## config.mk

```make
export PLATFORM = sky130hd
export DESIGN_NAME = md_sched
export DESIGN_NICKNAME = d
export VERILOG_FILES = /design/src/rtl/md_sched.sv
export SDC_FILE = /design/constraint.sdc
export NUM_CORES = 2
export LEC_CHECK = 0
export BUFFER_PORTS_ARGS = -buffer_cell sky130_fd_sc_hd__clkbuf_2
export CAP_MARGIN = 20
export CORE_UTILIZATION = 66
export CTS_CLUSTER_DIAMETER = 100
export CTS_CLUSTER_SIZE = 24
export DETAILED_ROUTE_END_ITERATION = 16
export GPL_ROUTABILITY_DRIVEN = 0
export PLACE_DENSITY = 0.84
export SKIP_LAST_GASP = 1
export SYNTH_ARGS = -nofsm -noshare
export SYNTH_HDL_FRONTEND = slang
export SYNTH_SLANG_ARGS = --single-unit
```

## constraint.sdc

```tcl
create_clock -name clk -period 9.5 [get_ports clk]
set_input_delay 0.95 -clock clk [delete_from_list [all_inputs] [get_ports clk]]
set_output_delay 0.95 -clock clk [all_outputs]
set_load 0.05 [all_outputs]
```

## src/rtl/md_sched.sv

```systemverilog
// md_sched: multiply/divide scheduler producing HI/LO write data.
// Accepts one MULT/MULTU/DIV/DIVU request, stalls execute while the op is
// in flight, and emits a single registered hilo_wen pulse with the result.
// Optional build macro: MD_EARLY_OUT_EN (divides with |divisor| > |dividend|
// complete in one cycle).
module md_sched #(
  parameter int MUL_CYCLES = 3,
  parameter int DIV_ITERS  = 32
) (
  input  logic        clk,
  input  logic        rst,
  input  logic        e_start,
  input  logic [1:0]  e_op,
  input  logic [31:0] e_srca,
  input  logic [31:0] e_srcb,
  input  logic        flush,
  output logic        e_stall,
  output logic        busy,
  output logic        hilo_wen,
  output logic [31:0] hi_wdata,
  output logic [31:0] lo_wdata
);

  localparam int CNT_MAX = (MUL_CYCLES > DIV_ITERS) ? MUL_CYCLES : DIV_ITERS;
  localparam int CNT_W   = $clog2(CNT_MAX + 1);
  localparam logic [CNT_W-1:0] MUL_LAST = CNT_W'(MUL_CYCLES - 1);
  localparam logic [CNT_W-1:0] DIV_LAST = CNT_W'(DIV_ITERS - 1);

  typedef enum logic [2:0] {
    S_IDLE,
    S_MUL,
    S_DIV,
    S_FIX,
    S_DONE
  } state_t;

  state_t           state;
  logic [CNT_W-1:0] counter;
  logic [1:0]       op;
  logic [31:0]      op_a;
  logic [31:0]      op_b;
  logic [31:0]      rem;
  logic [31:0]      quo;
  logic [31:0]      dvsr;

  logic        start_signed;
  logic [31:0] start_mag_a;
  logic [31:0] start_mag_b;
  logic [63:0] ext_a;
  logic [63:0] ext_b;
  logic [63:0] product;
  logic [32:0] trial;
  logic [31:0] diff;
  logic        take;
  logic [31:0] rem_next;
  logic        div_signed;
  logic [31:0] fix_hi;
  logic [31:0] fix_lo;

  // Operand magnitudes at acceptance; only DIV treats its operands as signed.
  always_comb begin
    start_signed = (e_op == 2'd2);
    start_mag_a  = (start_signed & e_srca[31]) ? -e_srca : e_srca;
    start_mag_b  = (start_signed & e_srcb[31]) ? -e_srcb : e_srcb;
  end

`ifdef MD_EARLY_OUT_EN
  logic early_out;

  // A nonzero divisor larger than the dividend gives quotient 0, remainder = dividend.
  always_comb begin
    early_out = (start_mag_b != 32'd0) && (start_mag_b > start_mag_a);
  end
`endif

  // Full 64-bit product; MULT sign-extends the latched operands, MULTU zero-extends.
  always_comb begin
    ext_a   = {{32{~op[0] & op_a[31]}}, op_a};
    ext_b   = {{32{~op[0] & op_b[31]}}, op_b};
    product = ext_a * ext_b;
  end

  // One restoring-division step: shift in the next dividend bit and try a subtract.
  always_comb begin
    trial    = {rem, quo[31]};
    take     = (trial >= {1'b0, dvsr});
    diff     = trial[31:0] - dvsr;
    rem_next = take ? diff : trial[31:0];
  end

  // Sign fix-up of the magnitude result; divide by zero returns all-ones / raw dividend.
  always_comb begin
    div_signed = (op == 2'd2);
    if (op_b == 32'd0) begin
      fix_lo = 32'hFFFF_FFFF;
      fix_hi = op_a;
    end else begin
      fix_lo = (div_signed & (op_a[31] ^ op_b[31])) ? -quo : quo;
      fix_hi = (div_signed & op_a[31]) ? -rem : rem;
    end
  end

  // Sequencer: accepts an op, runs multiply or divide, then pulses hilo_wen once.
  always_ff @(posedge clk or posedge rst) begin
    if (rst) begin
      state    <= S_IDLE;
      counter  <= '0;
      op       <= '0;
      op_a     <= '0;
      op_b     <= '0;
      rem      <= '0;
      quo      <= '0;
      dvsr     <= '0;
      hilo_wen <= 1'b0;
      hi_wdata <= '0;
      lo_wdata <= '0;
    end else begin
      hilo_wen <= 1'b0;
      if (flush) begin
        state   <= S_IDLE;
        counter <= '0;
      end else begin
        unique case (state)
          S_IDLE: begin
            if (e_start) begin
              op      <= e_op;
              op_a    <= e_srca;
              op_b    <= e_srcb;
              counter <= '0;
              rem     <= '0;
              quo     <= start_mag_a;
              dvsr    <= start_mag_b;
              if (!e_op[1]) begin
                state <= S_MUL;
              end
`ifdef MD_EARLY_OUT_EN
              else if (early_out) begin
                state    <= S_DONE;
                hilo_wen <= 1'b1;
                hi_wdata <= e_srca;
                lo_wdata <= '0;
              end
`endif
              else begin
                state <= S_DIV;
              end
            end
          end
          S_MUL: begin
            if (counter == MUL_LAST) begin
              state    <= S_DONE;
              counter  <= '0;
              hilo_wen <= 1'b1;
              hi_wdata <= product[63:32];
              lo_wdata <= product[31:0];
            end else begin
              counter <= counter + CNT_W'(1);
            end
          end
          S_DIV: begin
            rem <= rem_next;
            quo <= {quo[30:0], take};
            if (counter == DIV_LAST) begin
              state   <= S_FIX;
              counter <= '0;
            end else begin
              counter <= counter + CNT_W'(1);
            end
          end
          S_FIX: begin
            state    <= S_DONE;
            hilo_wen <= 1'b1;
            hi_wdata <= fix_hi;
            lo_wdata <= fix_lo;
          end
          S_DONE: begin
            state <= S_IDLE;
          end
          default: begin
            state <= S_IDLE;
          end
        endcase
      end
    end
  end

  assign busy    = (state != S_IDLE);
  assign e_stall = ~rst & (((state == S_IDLE) & e_start & ~flush) |
                           (state == S_MUL) | (state == S_DIV) | (state == S_FIX));

endmodule

```

# --- Word level (Yosys, flattened, before mapping) ---
# Index checks and enable logic that the tools add are counted.
totals:
  inputBits: 70
  reg_bits: 236
  output_inout_bits: 67
op_classes:
  mux: 29
  n_eq_ne: 12
  mul: 1
  n_reduce_logical: 11
  n_lt_le_gt_ge: 1
  n_addsub: 6
  n_bitwise: 16
op_table:
  columns: ["operator", "count"]
  rows:
  - ["two-way mux 32 bit", 11]
  - ["one-hot mux 32 bit (2 select lines)", 4]
  - ["negator 32 bit", 4]
  - ["multiplier 33 x 33 -> 64 bit", 1]
  - ["greater-or-equal comparator 33 x 32 -> 1 bit", 1]
  - ["logical NOT 32 bit", 1]
  - ["subtractor 32 bit", 1]
  - ["two-way mux 6 bit", 4]
  - ["one-hot mux 6 bit (3 select lines)", 1]
  - ["two-way mux 3 bit", 4]
  - ["one-hot mux 3 bit (4 select lines)", 1]
  - ["AND reduction 3 bit", 4]
  - ["AND 1 bit", 9]
  - ["!= test 3 bit, second input constant", 3]
  - ["adder 6 x 1 -> 6 bit, second input constant", 1]
  - ["equality test 3 x 2 -> 1 bit, second input constant", 2]
  - ["equality test 6 x 2 -> 1 bit, second input constant", 1]
  - ["equality test 6 x 5 -> 1 bit, second input constant", 1]
  - ["equality test 2 bit, second input constant", 2]
  - ["!= test 2 bit, second input constant", 2]
  - ["nonzero test 2 bit", 2]
  - ["nonzero test 4 bit", 1]
  - ["equality test 3 x 1 -> 1 bit, second input constant", 1]
  - ["logical NOT 3 bit", 1]
  - ["other kinds (8)", 13]

# --- Depth between registers and ports, before layout ---
logic_depth:
  word_depth: 7
  depth_mapped: 31
  ltp_nobuf: 28

# --- Worst setup path after synthesis ---
# No wires, ideal clock.
synth_path:
  kind: "reg-to-reg"
  start: "register op_a[31]"
  end: "register hi_wdata[30]"
  t_arrival_ps: 8084
  period_less_slack_ps: 8166
  stages_incl_launch_ff: 32
  required_ps: 9418
  path_slack_ps: 1334
  path_cell_list: "dfrtp_1 > clkbuf_1 > nor2b_1 > clkbuf_1 > nand2_1 > inv_1 > fa_1 > inv_1 > fa_1 > inv_1 > fa_1 > fa_1 > inv_1 > fa_1 > inv_1 > fa_1 > inv_1 > fa_1 > fa_1 > inv_1 > ha_1 > clkbuf_1 > nand4_1 > nor3_1 > nand3_1 > o21ai_0 > a211o_1 > a22oi_1 > a31oi_1 > a221oi_1 > xor2_1 > a31oi_1"
synth_between:
  elab_chain_len: 4
  word_cells_on_any_way: 7
synth_rtl:
  columns: ["item", "line_no", "rtl"]
  rows:
  - ["from (decl)", "40", "logic [31:0] op_a;"]
  - ["from (signal assigned)", "127", "op_a <= e_srca;"]
  - ["AND 1 bit (on tied branches)", "78, 99", null]
  - ["multiplier 33 x 33 -> 64 bit or two-way mux 32 bit (tied branches)", "80, 99", null]
  - ["two-way mux 32 bit (on tied branches)", "150, 94", null]
  - ["one-hot mux 32 bit (2 select lines) *", "123", "unique case (state)"]
  - ["to (signal assigned)", "154", "hi_wdata <= product[63:32];"]
  - ["to (signal assigned)", "173", "hi_wdata <= fix_hi;"]
  - ["to (decl)", "20", "output logic [31:0] hi_wdata,"]
# Every way passes the cells marked *; elsewhere a longest branch is shown, timed or not. The select of a mux whose other input is x is not followed.
# A chain may end at the register's enable or synchronous reset.

# --- Worst setup path in the final report ---
layout_path:
  start: "register op_a[14]"
  end: "register hi_wdata[2]"
layout_between:
  elab_chain_len: 3
layout_rtl:
  columns: ["item", "line_no", "rtl"]
  rows:
  - ["multiplier 33 x 33 -> 64 bit", "80", "product = ext_a * ext_b;"]
  - ["two-way mux 32 bit", "150", "if (counter == MUL_LAST) begin"]
  - ["one-hot mux 32 bit (2 select lines)", "123", null]
# Every way passes these cells. The select of a mux whose other input is x is not followed.

==> summary by stage <==
Die
The die boundary width is roughly 280 um. The floorplan step defined a core boundary enclosing roughly 0.078 sq mm. The die covers around 0.08 sq mm. The height of the die is 283.6 um. between 100 and 150 I/O pins were placed. Row generation in the floorplan step produced ~100 rows. The initial standard-cell utilization of the core is 0.6711.

Global route
Entering global routing, the biggest net connects approximately 130 pins. The number of antenna violations at the first check in global routing is 5. Across every metal layer, demand over resource in global routing totals 0.3802. The first global-routing pass estimated about 240,000 um of wire. The via count of the first global-routing pass is roughly 45,000. The total overflow left after global routing is 0.

Setup path
The worst reg-to-reg path cell count is 23. The critical path start-end classification is reg2reg. The arrival time at the worst endpoint is around 9.5 ns. The critical path startpoint category is a register. The critical path endpoint category is a register. Along the worst path, the maximum fanout reaches 24. Data on the critical path is required at its endpoint by slightly below 10 ns.

Clock tree
The total of cells resized after clock tree synthesis is 0. Clock-pin slew was measured on the worst setup and hold paths at 0.11 ns. CTS saw 235 sinks. After clock tree synthesis, the flow added hold-fix buffers numbering 0. The clock insertion delay at the later pin of the skew report is 0.52 ns. In this run the post-CTS setup repair buffer count came out at 0.

The H-tree level count is 1. The total CTS buffers is 15. TritonCTS built the clock tree.

The library cell used as clock root buffer is sky130_fd_sc_hd__clkbuf_16. The clock passes through at most 3 buffers.

Route
The final routed wire length divided by cell count is roughly 21 um. The via-per-instance ratio is between 6 and 7. The detailed router's first-iteration violation count is roughly 4,200.

The routed layout has ~42,000 vias. For this run, design rule violations remaining after detail routing come to 0. In this run the remaining antenna-violating nets after routing total 0. The first TritonRoute pass finished after 8 iterations. The final wirelength is around 150,000 um.

STA
For the final routed database, the setup TNS stands at 0 ns. Setup repair after global routing left no endpoint under its margin. The final critical-path share of the clock period is 0.9599. Headroom to the max-slew limit came out at 0.2400. The time the final worst path needs with I/O delays and setup is just over 9 ns.

The number of endpoints failing setup at the final stage is 0. For the pin with the worst max-slew slack, the measured transition is between 1 and 1.5 ns. Static timing analysis puts the maximum clock frequency at about 0.11 GHz. The number of max-slew violations in the final report is 0.

The setup slack of the critical path after layout is 0.3811 ns. The hold violation total from the final report came to 0. The post-route clock skew is ~0.038 ns.

Synthesis
The unique cell type count in the Yosys netlist is 69. After synthesis, the cell types taking the most area are sky130_fd_sc_hd__fa_1 (43%), sky130_fd_sc_hd__dfrtp_1 (11%), sky130_fd_sc_hd__inv_1 (8.5%). Dividing the synthesized area by the synthesized cell count gives roughly 8.7 sq um. The netlist area before placement is roughly 0.052 sq mm.

The instance count of the mapped netlist is 6,008. Among all flip-flop cells after synthesis, the most frequent one is sky130_fd_sc_hd__dfrtp_1. The number of flops mapped to enable cells by yosys is 0. The synthesized design spends more area on one cell type than any other, namely sky130_fd_sc_hd__fa_1.

The yosys synthesis warning count is 0. The sequential fraction of the synthesis area is 0.1124. In this run, synthesis produced a sequential element count of around 240.

The fraction of synthesized cell area taken by the top area cell type is 0.4308. The proportion of register bits with asynchronous set or reset after synthesis is 1.000. The post-synthesis net count is approximately 7,500.

Placed design
The number of cells after detailed placement is a little under 7,000. The count of input and output buffers is 136. The minimum setup slack after placement is approximately 0.63 ns. Detailed placement ended at an HPWL of 119,800 um.

Min path
The tightest min-delay check is of the reg2reg type. The cell depth of the worst min-delay path is 2.

Final layout
In the final layout, the share of cells above drive strength 1 is 0.05195. Relative to the synthesized area, the layout overhead comes to 3.959%. In the final design database the tool counted between 7,000 and 8,000 nets. The final instance count without filler cells is 6,955. The filler cells instantiated in the layout total 5,727.

Run status
The run finished with clean final reports.

Run
The number of max-capacitance violations reported is 0.
==> cell usage after synthesis (6+ instances only) <==
cell type	n
sky130_fd_sc_hd__nor2b_1	9
sky130_fd_sc_hd__a211oi_1	34
sky130_fd_sc_hd__o31ai_1	24
sky130_fd_sc_hd__nand2_1	1116
sky130_fd_sc_hd__a22o_1	21
sky130_fd_sc_hd__nor3_1	31
sky130_fd_sc_hd__a21oi_1	201
sky130_fd_sc_hd__or3_1	21
sky130_fd_sc_hd__o21bai_1	16
sky130_fd_sc_hd__a211o_1	6
sky130_fd_sc_hd__buf_1	10
sky130_fd_sc_hd__nor3b_1	7
sky130_fd_sc_hd__clkbuf_1	360
sky130_fd_sc_hd__or2_2	15
sky130_fd_sc_hd__nand2b_1	15
sky130_fd_sc_hd__ha_1	251
sky130_fd_sc_hd__o41ai_1	11
sky130_fd_sc_hd__a31oi_1	25
sky130_fd_sc_hd__o21a_1	13
sky130_fd_sc_hd__or4_1	10
sky130_fd_sc_hd__xor2_1	87
sky130_fd_sc_hd__xnor2_1	130
sky130_fd_sc_hd__and3_1	11
sky130_fd_sc_hd__and2_1	374
sky130_fd_sc_hd__nor2_1	183
sky130_fd_sc_hd__fa_1	1126
sky130_fd_sc_hd__o21ai_0	245
sky130_fd_sc_hd__a21o_1	40
sky130_fd_sc_hd__dfrtp_1	235
sky130_fd_sc_hd__nand3_1	35
sky130_fd_sc_hd__o22ai_1	28
sky130_fd_sc_hd__inv_1	1182
sky130_fd_sc_hd__o211ai_1	16
sky130_fd_sc_hd__nand4_1	22
sky130_fd_sc_hd__nor4_1	24
==> registers in the layout (all words and copies together), names as in the netlist <==
| signal | count |
|---|---|
| counter | 6 |
| hi_wdata | 32 |
| rem | 32 |
| quo | 32 |
| lo_wdata | 32 |
| dvsr | 31 |
| op_b | 32 |
| state | 3 |
| op | 2 |
| hilo_wen | 1 |
| op_a | 32 |
==> through the flow <==
| stage | utilization | hold slack [ns] | instance area (sq um) |
|---|---|---|---|
| finish | 0.6977 | 0.4890 | 54400 |
| global route | 0.6976 | 0.5212 | 54390 |
| CTS | 0.6962 | 0.4919 | 54290 |
| detailed placement | 0.6901 | 0.4692 | 53820 |
| global placement | 0.6901 | 0.4624 | 53820 |
| floorplan | - | 0.4498 | 52330 |
==> layout by cell type, fill, tap and decap left out, types with 6 or more instances in the layout <==
| cell type | netlist | routed |
|---|---|---|
| sky130_fd_sc_hd__o22ai_1 | 28 | 28 |
| sky130_fd_sc_hd__clkbuf_2 | 0 | 136 |
| sky130_fd_sc_hd__a31oi_1 | 25 | 25 |
| sky130_fd_sc_hd__o21ai_0 | 245 | 245 |
| sky130_fd_sc_hd__o31ai_1 | 24 | 24 |
| sky130_fd_sc_hd__a211o_1 | 6 | 6 |
| sky130_fd_sc_hd__nor2_1 | 183 | 181 |
| sky130_fd_sc_hd__o41ai_1 | 11 | 11 |
| sky130_fd_sc_hd__a21oi_1 | 201 | 201 |
| sky130_fd_sc_hd__or4_1 | 10 | 10 |
| sky130_fd_sc_hd__nand3_1 | 35 | 35 |
| sky130_fd_sc_hd__xor2_1 | 87 | 87 |
| sky130_fd_sc_hd__nand2_1 | 1116 | 1115 |
| sky130_fd_sc_hd__xnor2_1 | 130 | 130 |
| sky130_fd_sc_hd__dfrtp_1 | 235 | 234 |
| sky130_fd_sc_hd__o21a_1 | 13 | 13 |
| sky130_fd_sc_hd__inv_1 | 1182 | 1181 |
| sky130_fd_sc_hd__or3_1 | 21 | 20 |
| sky130_fd_sc_hd__a22o_1 | 21 | 21 |
| sky130_fd_sc_hd__a21o_1 | 40 | 40 |
| sky130_fd_sc_hd__o211ai_1 | 16 | 16 |
| sky130_fd_sc_hd__nor3b_1 | 7 | 6 |
| sky130_fd_sc_hd__o21bai_1 | 16 | 16 |
| sky130_fd_sc_hd__nand4_1 | 22 | 22 |
| sky130_fd_sc_hd__clkbuf_16 | 0 | 15 |
| sky130_fd_sc_hd__nor3_1 | 31 | 31 |
| sky130_fd_sc_hd__fa_1 | 1126 | 1126 |
| sky130_fd_sc_hd__or2_2 | 15 | 15 |
| sky130_fd_sc_hd__ha_1 | 251 | 251 |
| sky130_fd_sc_hd__nand2b_1 | 15 | 15 |
| sky130_fd_sc_hd__and2_1 | 374 | 374 |
| sky130_fd_sc_hd__nor2b_1 | 9 | 8 |
| sky130_fd_sc_hd__and3_1 | 11 | 11 |
| sky130_fd_sc_hd__nor4_1 | 24 | 24 |
| sky130_fd_sc_hd__a211oi_1 | 34 | 34 |
| sky130_fd_sc_hd__buf_4 | 0 | 111 |
==> worst paths after layout <==
kind	startpoint	to	slack, ns
max in group asynchronous	rst	op_a[26]$_DFFE_PP0P_	7.28
min in group asynchronous	rst	state[0]$_DFFE_PP0P_	0.67
setup / recovery	op_a[14]$_DFFE_PP0P_	hi_wdata[2]$_DFFE_PP0P_	0.38
hold / removal	lo_wdata[13]$_DFFE_PP0P_	lo_wdata[13]$_DFFE_PP0P_	0.49
setup reg to reg	op_a[14]$_DFFE_PP0P_	hi_wdata[2]$_DFFE_PP0P_	0.38
hold reg to reg	lo_wdata[13]$_DFFE_PP0P_	lo_wdata[13]$_DFFE_PP0P_	0.49
==> layer usage <==
metal	global-route usage	vias up	part of all wire
met5	0	-	0.00080
met4	0.2828	2	0.092
met3	0.07186	715	0.099
met2	0.6169	2461	0.47
met1	0.4542	21029	0.33
li1	-	17844	-
==> worst max-delay path, cell delays in order (launching register included) <==
cell and delay [ns]:
sky130_fd_sc_hd__dfrtp_1 0.94, sky130_fd_sc_hd__buf_4 0.45, sky130_fd_sc_hd__and2_1 0.20, sky130_fd_sc_hd__fa_1 0.44
sky130_fd_sc_hd__fa_1 0.57, sky130_fd_sc_hd__inv_1 0.06, sky130_fd_sc_hd__fa_1 0.57, sky130_fd_sc_hd__fa_1 0.45
sky130_fd_sc_hd__fa_1 0.55, sky130_fd_sc_hd__inv_1 0.06, sky130_fd_sc_hd__fa_1 0.46, sky130_fd_sc_hd__fa_1 0.49
sky130_fd_sc_hd__inv_1 0.05, sky130_fd_sc_hd__fa_1 0.52, sky130_fd_sc_hd__inv_1 0.06, sky130_fd_sc_hd__ha_1 0.40
sky130_fd_sc_hd__nand2_1 0.16, sky130_fd_sc_hd__o21a_1 0.23, sky130_fd_sc_hd__a211oi_1 0.23, sky130_fd_sc_hd__nor2_1 0.06
sky130_fd_sc_hd__a21oi_1 0.68, sky130_fd_sc_hd__a21boi_0 0.43, sky130_fd_sc_hd__a31oi_1 0.74, sky130_fd_sc_hd__o21ai_0 0.15
==> cell families after synthesis <==
logic type,Yosys count,share of synthesized area
AOI/OAI and AO/OA,729,0.08428
and+or+nand+nor,1892,0.1639
xor gates and xnor gates,217,0.03632
muxes,5,0.0009564
DFF,235,0.1124
adders and majority gates,1377,0.4908
buffers and inverters,1553,0.1114
==> final cells by class <==
cell class	count	area (sq um)	area share
Sequential cell	235	5882	0.1081
Clock inverter	5	91.34	0.001679
Inverter	1182	4444	0.08169
Clock buffer	16	379.1	0.006969
Timing Repair Buffer	252	1637	0.03008
Antenna cell	5	12.51	0.0002300
Tap cell	1040	1301	0.02392
Multi-Input combinational cell	4220	40650	0.7473
Power is not shown: default switching activity piles up to over one toggle a cycle in this logic, so the estimate is an artifact.
